[src/rtl/pipe_pal_sched.sv]
// Round-robin issue scheduler for the pipe_pal pipeline, with credit limiting and a flush drain sequence.
// Optional feature macro PIPE_PAL_SCHED_PRIO0_EN: requester 0 gets strict priority over the rotation.
module pipe_pal_sched #(
   parameter  int unsigned W_DATA  = 32,
   parameter  int unsigned W_ADDR  = 16,
   parameter  int unsigned N_REQ   = 4,
   parameter  int unsigned MAX_OUT = 8,
   localparam int unsigned ID_W    = $clog2(N_REQ),
   localparam int unsigned CNT_W   = $clog2(MAX_OUT + 1)
) (
   input  logic                    i_clk,
   input  logic                    i_reset,
   input  logic [N_REQ-1:0]        i_req_valid,
   output logic [N_REQ-1:0]        o_req_ready,
   input  logic [N_REQ*W_DATA-1:0] i_req_data,
   input  logic [N_REQ*W_ADDR-1:0] i_req_addr,
   output logic                    o_pipe_valid,
   input  logic                    i_pipe_ready,
   output logic [W_DATA-1:0]       o_pipe_data,
   output logic [W_ADDR-1:0]       o_pipe_addr,
   output logic [ID_W-1:0]         o_pipe_id,
   input  logic                    i_rsp_valid,
   input  logic                    i_flush,
   output logic                    o_flush_done,
   output logic [CNT_W-1:0]        o_outstanding,
   output logic                    o_underflow
);

   typedef enum logic [1:0] {RUN, DRAIN, DONE} state_t;

   state_t            state, state_nxt;
   logic [ID_W-1:0]   rr_ptr, win_id;
   logic              win_found, can_load, accept, rr_upd;
   logic              pipe_valid_nxt, flush_done_nxt, underflow_set;
   logic [CNT_W-1:0]  count_nxt;
   logic [W_DATA-1:0] req_data [N_REQ];
   logic [W_ADDR-1:0] req_addr [N_REQ];

   for (genvar g = 0; g < N_REQ; g++) begin : g_unpack
      assign req_data[g] = i_req_data[g*W_DATA +: W_DATA];
      assign req_addr[g] = i_req_addr[g*W_ADDR +: W_ADDR];
   end

   // Arbitration: search starts one past the last winner; ready is a combinational grant.
   always_comb begin
      int unsigned idx;
      win_found = 1'b0;
      win_id    = '0;
      idx       = 0;
      for (int unsigned i = 1; i <= N_REQ; i++) begin
         idx = (32'(rr_ptr) + i) % N_REQ;
         if (!win_found && i_req_valid[ID_W'(idx)]) begin
            win_found = 1'b1;
            win_id    = ID_W'(idx);
         end
      end
`ifdef PIPE_PAL_SCHED_PRIO0_EN
      if (i_req_valid[0]) begin
         win_found = 1'b1;
         win_id    = '0;
      end
`endif
      can_load = (state == RUN) && (!o_pipe_valid || i_pipe_ready)
                 && (o_outstanding < CNT_W'(MAX_OUT));
      accept   = can_load && win_found && !i_reset;
`ifdef PIPE_PAL_SCHED_PRIO0_EN
      rr_upd   = accept && !i_req_valid[0];
`else
      rr_upd   = accept;
`endif
      o_req_ready = '0;
      if (accept) o_req_ready[win_id] = 1'b1;
   end

   // Credit and issue-slot next values; drain completion looks at these so the pulse lands one cycle after the last retire.
   always_comb begin
      count_nxt     = o_outstanding;
      underflow_set = i_rsp_valid && (o_outstanding == '0);
      if (accept && !i_rsp_valid)
         count_nxt = o_outstanding + CNT_W'(1);
      else if (!accept && i_rsp_valid && (o_outstanding != '0))
         count_nxt = o_outstanding - CNT_W'(1);
      pipe_valid_nxt = accept || (o_pipe_valid && !i_pipe_ready);
   end

   always_comb begin
      state_nxt      = state;
      flush_done_nxt = 1'b0;
      unique case (state)
         RUN:     if (i_flush) state_nxt = DRAIN;
         DRAIN:   if ((count_nxt == '0) && !pipe_valid_nxt) begin
                     state_nxt      = DONE;
                     flush_done_nxt = 1'b1;
                  end
         DONE:    if (!i_flush) state_nxt = RUN;
         default: state_nxt = RUN;
      endcase
   end

   always_ff @(posedge i_clk) begin
      if (i_reset) begin
         state        <= RUN;
         o_flush_done <= 1'b0;
      end else begin
         state        <= state_nxt;
         o_flush_done <= flush_done_nxt;
      end
   end

   always_ff @(posedge i_clk) begin
      if (i_reset) begin
         rr_ptr        <= ID_W'(N_REQ - 1);
         o_pipe_valid  <= 1'b0;
         o_pipe_data   <= '0;
         o_pipe_addr   <= '0;
         o_pipe_id     <= '0;
         o_outstanding <= '0;
         o_underflow   <= 1'b0;
      end else begin
         o_pipe_valid  <= pipe_valid_nxt;
         o_outstanding <= count_nxt;
         if (underflow_set) o_underflow <= 1'b1;
         if (accept) begin
            o_pipe_data <= req_data[win_id];
            o_pipe_addr <= req_addr[win_id];
            o_pipe_id   <= win_id;
         end
         if (rr_upd) rr_ptr <= win_id;
      end
   end

endmodule
[config.mk]
export PLATFORM = sky130hd
export DESIGN_NAME = pipe_pal_sched
export DESIGN_NICKNAME = d
export VERILOG_FILES = /design/src/rtl/pipe_pal_sched.sv
export SDC_FILE = /design/constraint.sdc
export NUM_CORES = 1
export LEC_CHECK = 0
export CAP_MARGIN = 10
export CORE_AREA = 5 5 80 137
export CTS_CLUSTER_SIZE = 12
export DETAILED_ROUTE_END_ITERATION = 10
export DIE_AREA = 0 0 85 142
export GPL_ROUTABILITY_DRIVEN = 0
export PLACE_DENSITY = 0.85
export SYNTH_ARGS = -nofsm -noshare
export SYNTH_HDL_FRONTEND = slang
export SYNTH_SLANG_ARGS = --single-unit
[constraint.sdc]
create_clock -name i_clk -period 5.4 [get_ports i_clk]
set_input_delay 0.54 -clock i_clk [delete_from_list [all_inputs] [get_ports i_clk]]
set_output_delay 0.54 -clock i_clk [all_outputs]
set_load 0.01 [all_outputs]
-- Word level (Yosys, flattened, before mapping)
Cells that the tools add are included.
- register bits: 61
- output and inout port bits: 61
- add/subtract/negate cells: 6
- $lt $le $gt $ge: 8
- equal/unequal tests: 5
- multiplexer cells: 32
- bitwise logic cells: 2
- reduce and logical (&&, ||, !) cells: 31
- operator list (operator ; count):
    $bmux W32 S2 ; 1
    $mux W32 ; 2
    $bmux W16 S2 ; 1
    $mux W16 ; 2
    $lt A2 B3 Y1 const B ; 5
    $logic_and A1 B1 Y1 ; 14
    $mux W2 ; 7
    $mux W4 ; 3
    $mux W1 ; 10
    $logic_not A1 Y1 ; 9
    $bmux W1 S2 ; 4
    $logic_not A4 Y1 ; 2
    $ne A2 B2 Y1 const B ; 3
    $pmux W2 S3 ; 1
    $add A2 B1 Y2 const B ; 2
    $add A2 B2 Y2 const B ; 2
    $add A4 B1 Y4 const B ; 1
    $lt A4 B4 Y1 const B ; 1
    $reduce_bool A4 Y1 ; 1
    $sub A4 B1 Y4 const B ; 1
    $ge A3 B3 Y1 const B ; 1
    $not A2 Y3 ; 1
    $reduce_and A3 Y1 ; 1
    $demux W1 S2 ; 1
    7 further kinds ; 8

-- Longest topological paths before layout
- depth after elaboration: 24
- mapped depth: 10

-- Worst setup path before layout
OpenSTA, ideal clock, no wires.
- path type: input to output
- from: in i_reset
- to: out o_req_ready[1]
- data arrival time: 1.809 ns
- data required time: 4.860 ns
- slack: 3.051 ns
- stages on the path: 6
- cell sequence: clkbuf_1 -> nor4_2 -> nand3_1 -> buf_2 -> buf_1 -> nor3_1
- word-level cells in the longest chain between the ends: 3
- ends and longest elaborated chain (item ; line ; text):
    from (decl) ; 12 ; input logic i_reset,
    $logic_not A1 Y1 ; 65 ; accept = can_load && win_found && !i_reset;
    $logic_and A1 B1 Y1 ; 65 ;
    $mux W4 ; 72 ; if (accept) o_req_ready[win_id] = 1'b1;
    to (decl) ; 14 ; output logic [N_REQ-1:0] o_req_ready,
No other way between the ends.

-- Worst setup path in the final report
- from: in i_req_valid[0]
- to: out o_req_ready[2]
- word-level cells in the longest chain between the ends: 17
- elaborated cells between the ends (all ways): 30
- classes of those cells: 2 x order compare; 19 x mux; 9 x reduce/logical
- ends and longest elaborated chain (item ; line ; text):
    from (decl) ; 13 ; input logic [N_REQ-1:0] i_req_valid,
    $bmux W1 S2 ; 52 ; if (!win_found && i_req_valid[ID_W'(idx)]) begin
    $mux W1 (not written as such) ; 52 ;
    $mux W1 ; 52 ;
    $logic_not A1 Y1 ; 52 ;
    $logic_and A1 B1 Y1 ; 52 ;
    $mux W1 ; 52 ;
    $logic_not A1 Y1 ; 52 ;
    $logic_and A1 B1 Y1 ; 52 ;
    $mux W1 ; 52 ;
    $logic_not A1 Y1 ; 52 ;
    $logic_and A1 B1 Y1 ; 52 ;
    $mux W2 ; 52 ;
    $lt A2 B3 Y1 (not written as such) or $ge A2 B1 Y1 (tied branches) ; 72 ;
    $logic_and A1 B1 Y1 (not written as such) ; 72 ;
    $mux W1 (not written as such) ; 72 ;
    $demux W1 S2 ; 72 ;
    $mux W4 (*) ; 72 ;
Every way passes the cells marked *; elsewhere a longest branch is shown, timed or not. The select of a mux whose other input is x is not followed.

==> results by group <==
Logic synthesis
  • Sequential fraction of the synthesis area: 33.8%
  • Synth warnings: 0
  • Async set-or-reset flop fraction in the synthesized netlist: 0%
  • Number of synthesized flops with an enable pin: 0
  • Library cells used by synthesis: 45
  • Syn nets: 597
  • Post-Syn Instances: 394
  • Post-Syn Area: 3610 um2
  • Main flop type after synthesis: dfxtp_1
  • Syn Area/Cell: 9.17 um2
  • Yosys reg bits: 61

Global route
  • Busiest grt layer: met2
  • Largest net degree at the start of global routing: 63
  • Global Route Usage Sum: 22.6%
  • Met3 Track Usage GR: 6.89%
  • GR Layer Usage met2: 42.5%
  • Grt met1 use: 22.6%
  • Initial antenna violation count: 0
  • First-pass GRT wire length: 21700 um
  • Vias in the first global route: 4263
  • Gr ovfl total: 0

CTS
  • CTS Buffer Depth: 2
  • Clock sinks: 61
  • Clock insertion delay at the later pin of the skew report: 0.32 ns
  • CTS Buf Count: 9
  • H-tree levels: 3
  • Clock-pin slew on the worst setup and hold paths: 0.05 ns
  • CTS tree: done
  • Root Buffer Master: clkbuf_16
  • # hold bufs at CTS: 0
  • Post-cts sizing count: 0
  • Setup bufs post-CTS: 0

Setup path
  • Worst Path Max Fanout: 53
  • Critical R2R Launch: rr_ptr[1]$_SDFFE_PP1P_
  • Beginning of the critical path: i_req_valid[0]
  • RR Endpoint: o_pipe_data[26]$_SDFFE_PP0P_
  • CP endpoint: o_req_ready[2]
  • Worst reg2reg path depth: 7
  • Worst setup SP type: primary input
  • CP Capture Type: output pin
  • Critical path data required time: 4.86 ns
  • Crit Path Category: in2out
  • Worst Path Arrival: 3.41 ns
  • Worst R2R Setup Slack: 2.39 ns

Detailed routing
  • WL final: 14300 um
  • Vias/cell: 5.35
  • DRC violation count after routing: 0
  • Initial DRC Count: 151
  • Vias post-DR: 4093
  • Routed WL per cell: 18.7 um
  • Post-DRT Antenna Nets: 0
  • Drt pass-1 iters: 7

STA
  • Final setup fails: 0
  • Fin crit share: 73.2%
  • Hold Violations, Final: 0
  • Final slew viol count: 0
  • Setup TNS: 0 ns
  • RSZ-0062 raised after global routing: false
  • Worst-margin pin slew: 1.00 ns
  • Clock Skews: 0.00363 ns
  • F_max: 253 MHz
  • Rel. slew slack: 33.1%
  • Tmin final: 3.95 ns

Floorplan
  • Rows: 48
  • Initial Util: 37.1%
  • Top-Level Pins: 262
  • Die Span X: 85 um
  • Die ar.: 12100 um2
  • Die Ht: 142 um
  • Core box area: 9730 um2

Power and ir drop
  • Post-layout power: 2.10 mW
  • Worst VDD drop: 0.000201 V
  • P per Cell Area: 321 nW/um2
  • Lkg Pwr: 2.37 nW

Layout
  • Share of cells above drive strength 1: 12.2%
  • Most common cell after layout, fill and taps aside: clkdlybuf4s50_1
  • Area growth from synthesis to layout: 80.8%
  • Nets: 838
  • Most frequent cells in the layout: clkdlybuf4s50_1, nand2_1, dfxtp_1, nor2_1, a21oi_1
  • ANT cells: 0

Placement
  • Post-DP HPWL: 11200 um
  • Port bufs: 261

Job
  • # Max-Cap Violations: 0

Worst hold path
  • HP Class: reg2reg

Run status
  • Status: complete, no violations
report_power, final:
| part | leakage, nW | switching, mW | total (mW) | internal, mW |
|---|---|---|---|---|
| sequential | 0.503 | 0.0630 | 0.615 | 0.553 |
| clock | 0.138 | 0.189 | 0.521 | 0.332 |
| combinational | 1.73 | 0.439 | 0.959 | 0.520 |
layer usage:
layer	part of all wire, %	wire, um
met3	8.5	1220
met5	0	0
met1	34	4840
met4	3.1	443
met2	54	7780
worst min-delay path by stage:
stage / startpoint / endpoint / slack, ns / cells past startpoint
after floorplan: state[1]$_SDFFE_PP0P_ / o_flush_done$_SDFF_PP0_ / 0.48 / 1
after global placement: o_pipe_addr[15]$_SDFFE_PP0P_ / o_pipe_addr[15]$_SDFFE_PP0P_ / 0.44 / 2
after detailed placement: o_pipe_data[18]$_SDFFE_PP0P_ / o_pipe_data[18]$_SDFFE_PP0P_ / 0.45 / 2
after CTS: o_pipe_data[18]$_SDFFE_PP0P_ / o_pipe_data[18]$_SDFFE_PP0P_ / 0.45 / 2
after global routing: o_pipe_addr[1]$_SDFFE_PP0P_ / o_pipe_addr[1]$_SDFFE_PP0P_ / 0.48 / 2
final: o_pipe_data[14]$_SDFFE_PP0P_ / o_pipe_data[14]$_SDFFE_PP0P_ / 0.45 / 2
registers in the layout (all words and copies together), names as in the netlist, 2 cells and up:
register and cells:
state 2, o_pipe_data 32, o_outstanding 4, o_pipe_id 2
o_pipe_addr 16, rr_ptr 2
Yosys cell counts, types with 2 or more instances:
| master | instances | area, um2 |
|---|---|---|
| inv_1 | 4 | 15.0 |
| nand2b_1 | 5 | 31.3 |
| o21bai_1 | 2 | 15.0 |
| nand4_1 | 3 | 18.8 |
| a22o_1 | 5 | 43.8 |
| o21ai_0 | 3 | 15.0 |
| and3_1 | 2 | 12.5 |
| nand3_1 | 2 | 10.0 |
| xnor2_1 | 2 | 17.5 |
| o21ai_1 | 4 | 20.0 |
| buf_2 | 12 | 60.1 |
| ha_1 | 2 | 25.0 |
| mux2i_1 | 6 | 60.1 |
| o31ai_1 | 21 | 158 |
| a221oi_1 | 17 | 149 |
| mux2_4 | 4 | 60.1 |
| dfxtp_1 | 61 | 1220 |
| a21oi_1 | 30 | 150 |
| mux4_2 | 23 | 518 |
| nand2_1 | 73 | 274 |
| buf_1 | 6 | 22.5 |
| a31oi_1 | 7 | 43.8 |
| clkbuf_1 | 12 | 45.0 |
| a221oi_2 | 3 | 45.0 |
| buf_6 | 5 | 56.3 |
| nor3_1 | 4 | 20.0 |
| nor2_1 | 42 | 158 |
| mux2_2 | 17 | 191 |
worst max-delay path: stages:
cell             delay, ns
clkdlybuf4s50_1       0.58
or4_4                 0.21
and3_2                0.86
nand2_1               0.26
nor2_2                0.33
clkdlybuf4s50_1       0.61
logic make-up after synthesis:
logic type	share of synthesized area, %
AO/OA/AOI/OAI	20.0
XOR/XNOR	0.485
adder cells (fa/ha/maj)	0.693
buffers and inverters	5.72
flip-flops	33.8
multiplexers	23.0
AND/OR/NAND/NOR	16.3
per-stage QoR:
| step | instance area (um2) | hold slack [ns] | util (%) | instances | worst slack (ns) |
|---|---|---|---|---|---|
| 2_1_floorplan | 3610 | 0.478 | - | 394 | 3.05 |
| 3_3_place_gp | 6250 | 0.442 | 64.3 | 749 | 1.51 |
| 3_5_place_dp | 6250 | 0.447 | 64.3 | 749 | 1.43 |
| 4_1_cts | 6530 | 0.454 | 67.1 | 765 | 1.42 |
| 5_1_grt | 6530 | 0.476 | 67.1 | 765 | 1.25 |
| 6_report | 6530 | 0.452 | 67.1 | 765 | 1.45 |
final cells by class:
class	count	area (um2)
Clock buffer	12	256
Clock inverter	4	22.5
Fill cell	780	3200
Inverter	4	15.0
Multi-Input combinational cell	293	2220
Sequential cell	61	1220
Tap cell	125	156
Timing Repair Buffer	266	2650
Power figures use the tool's default switching activity.
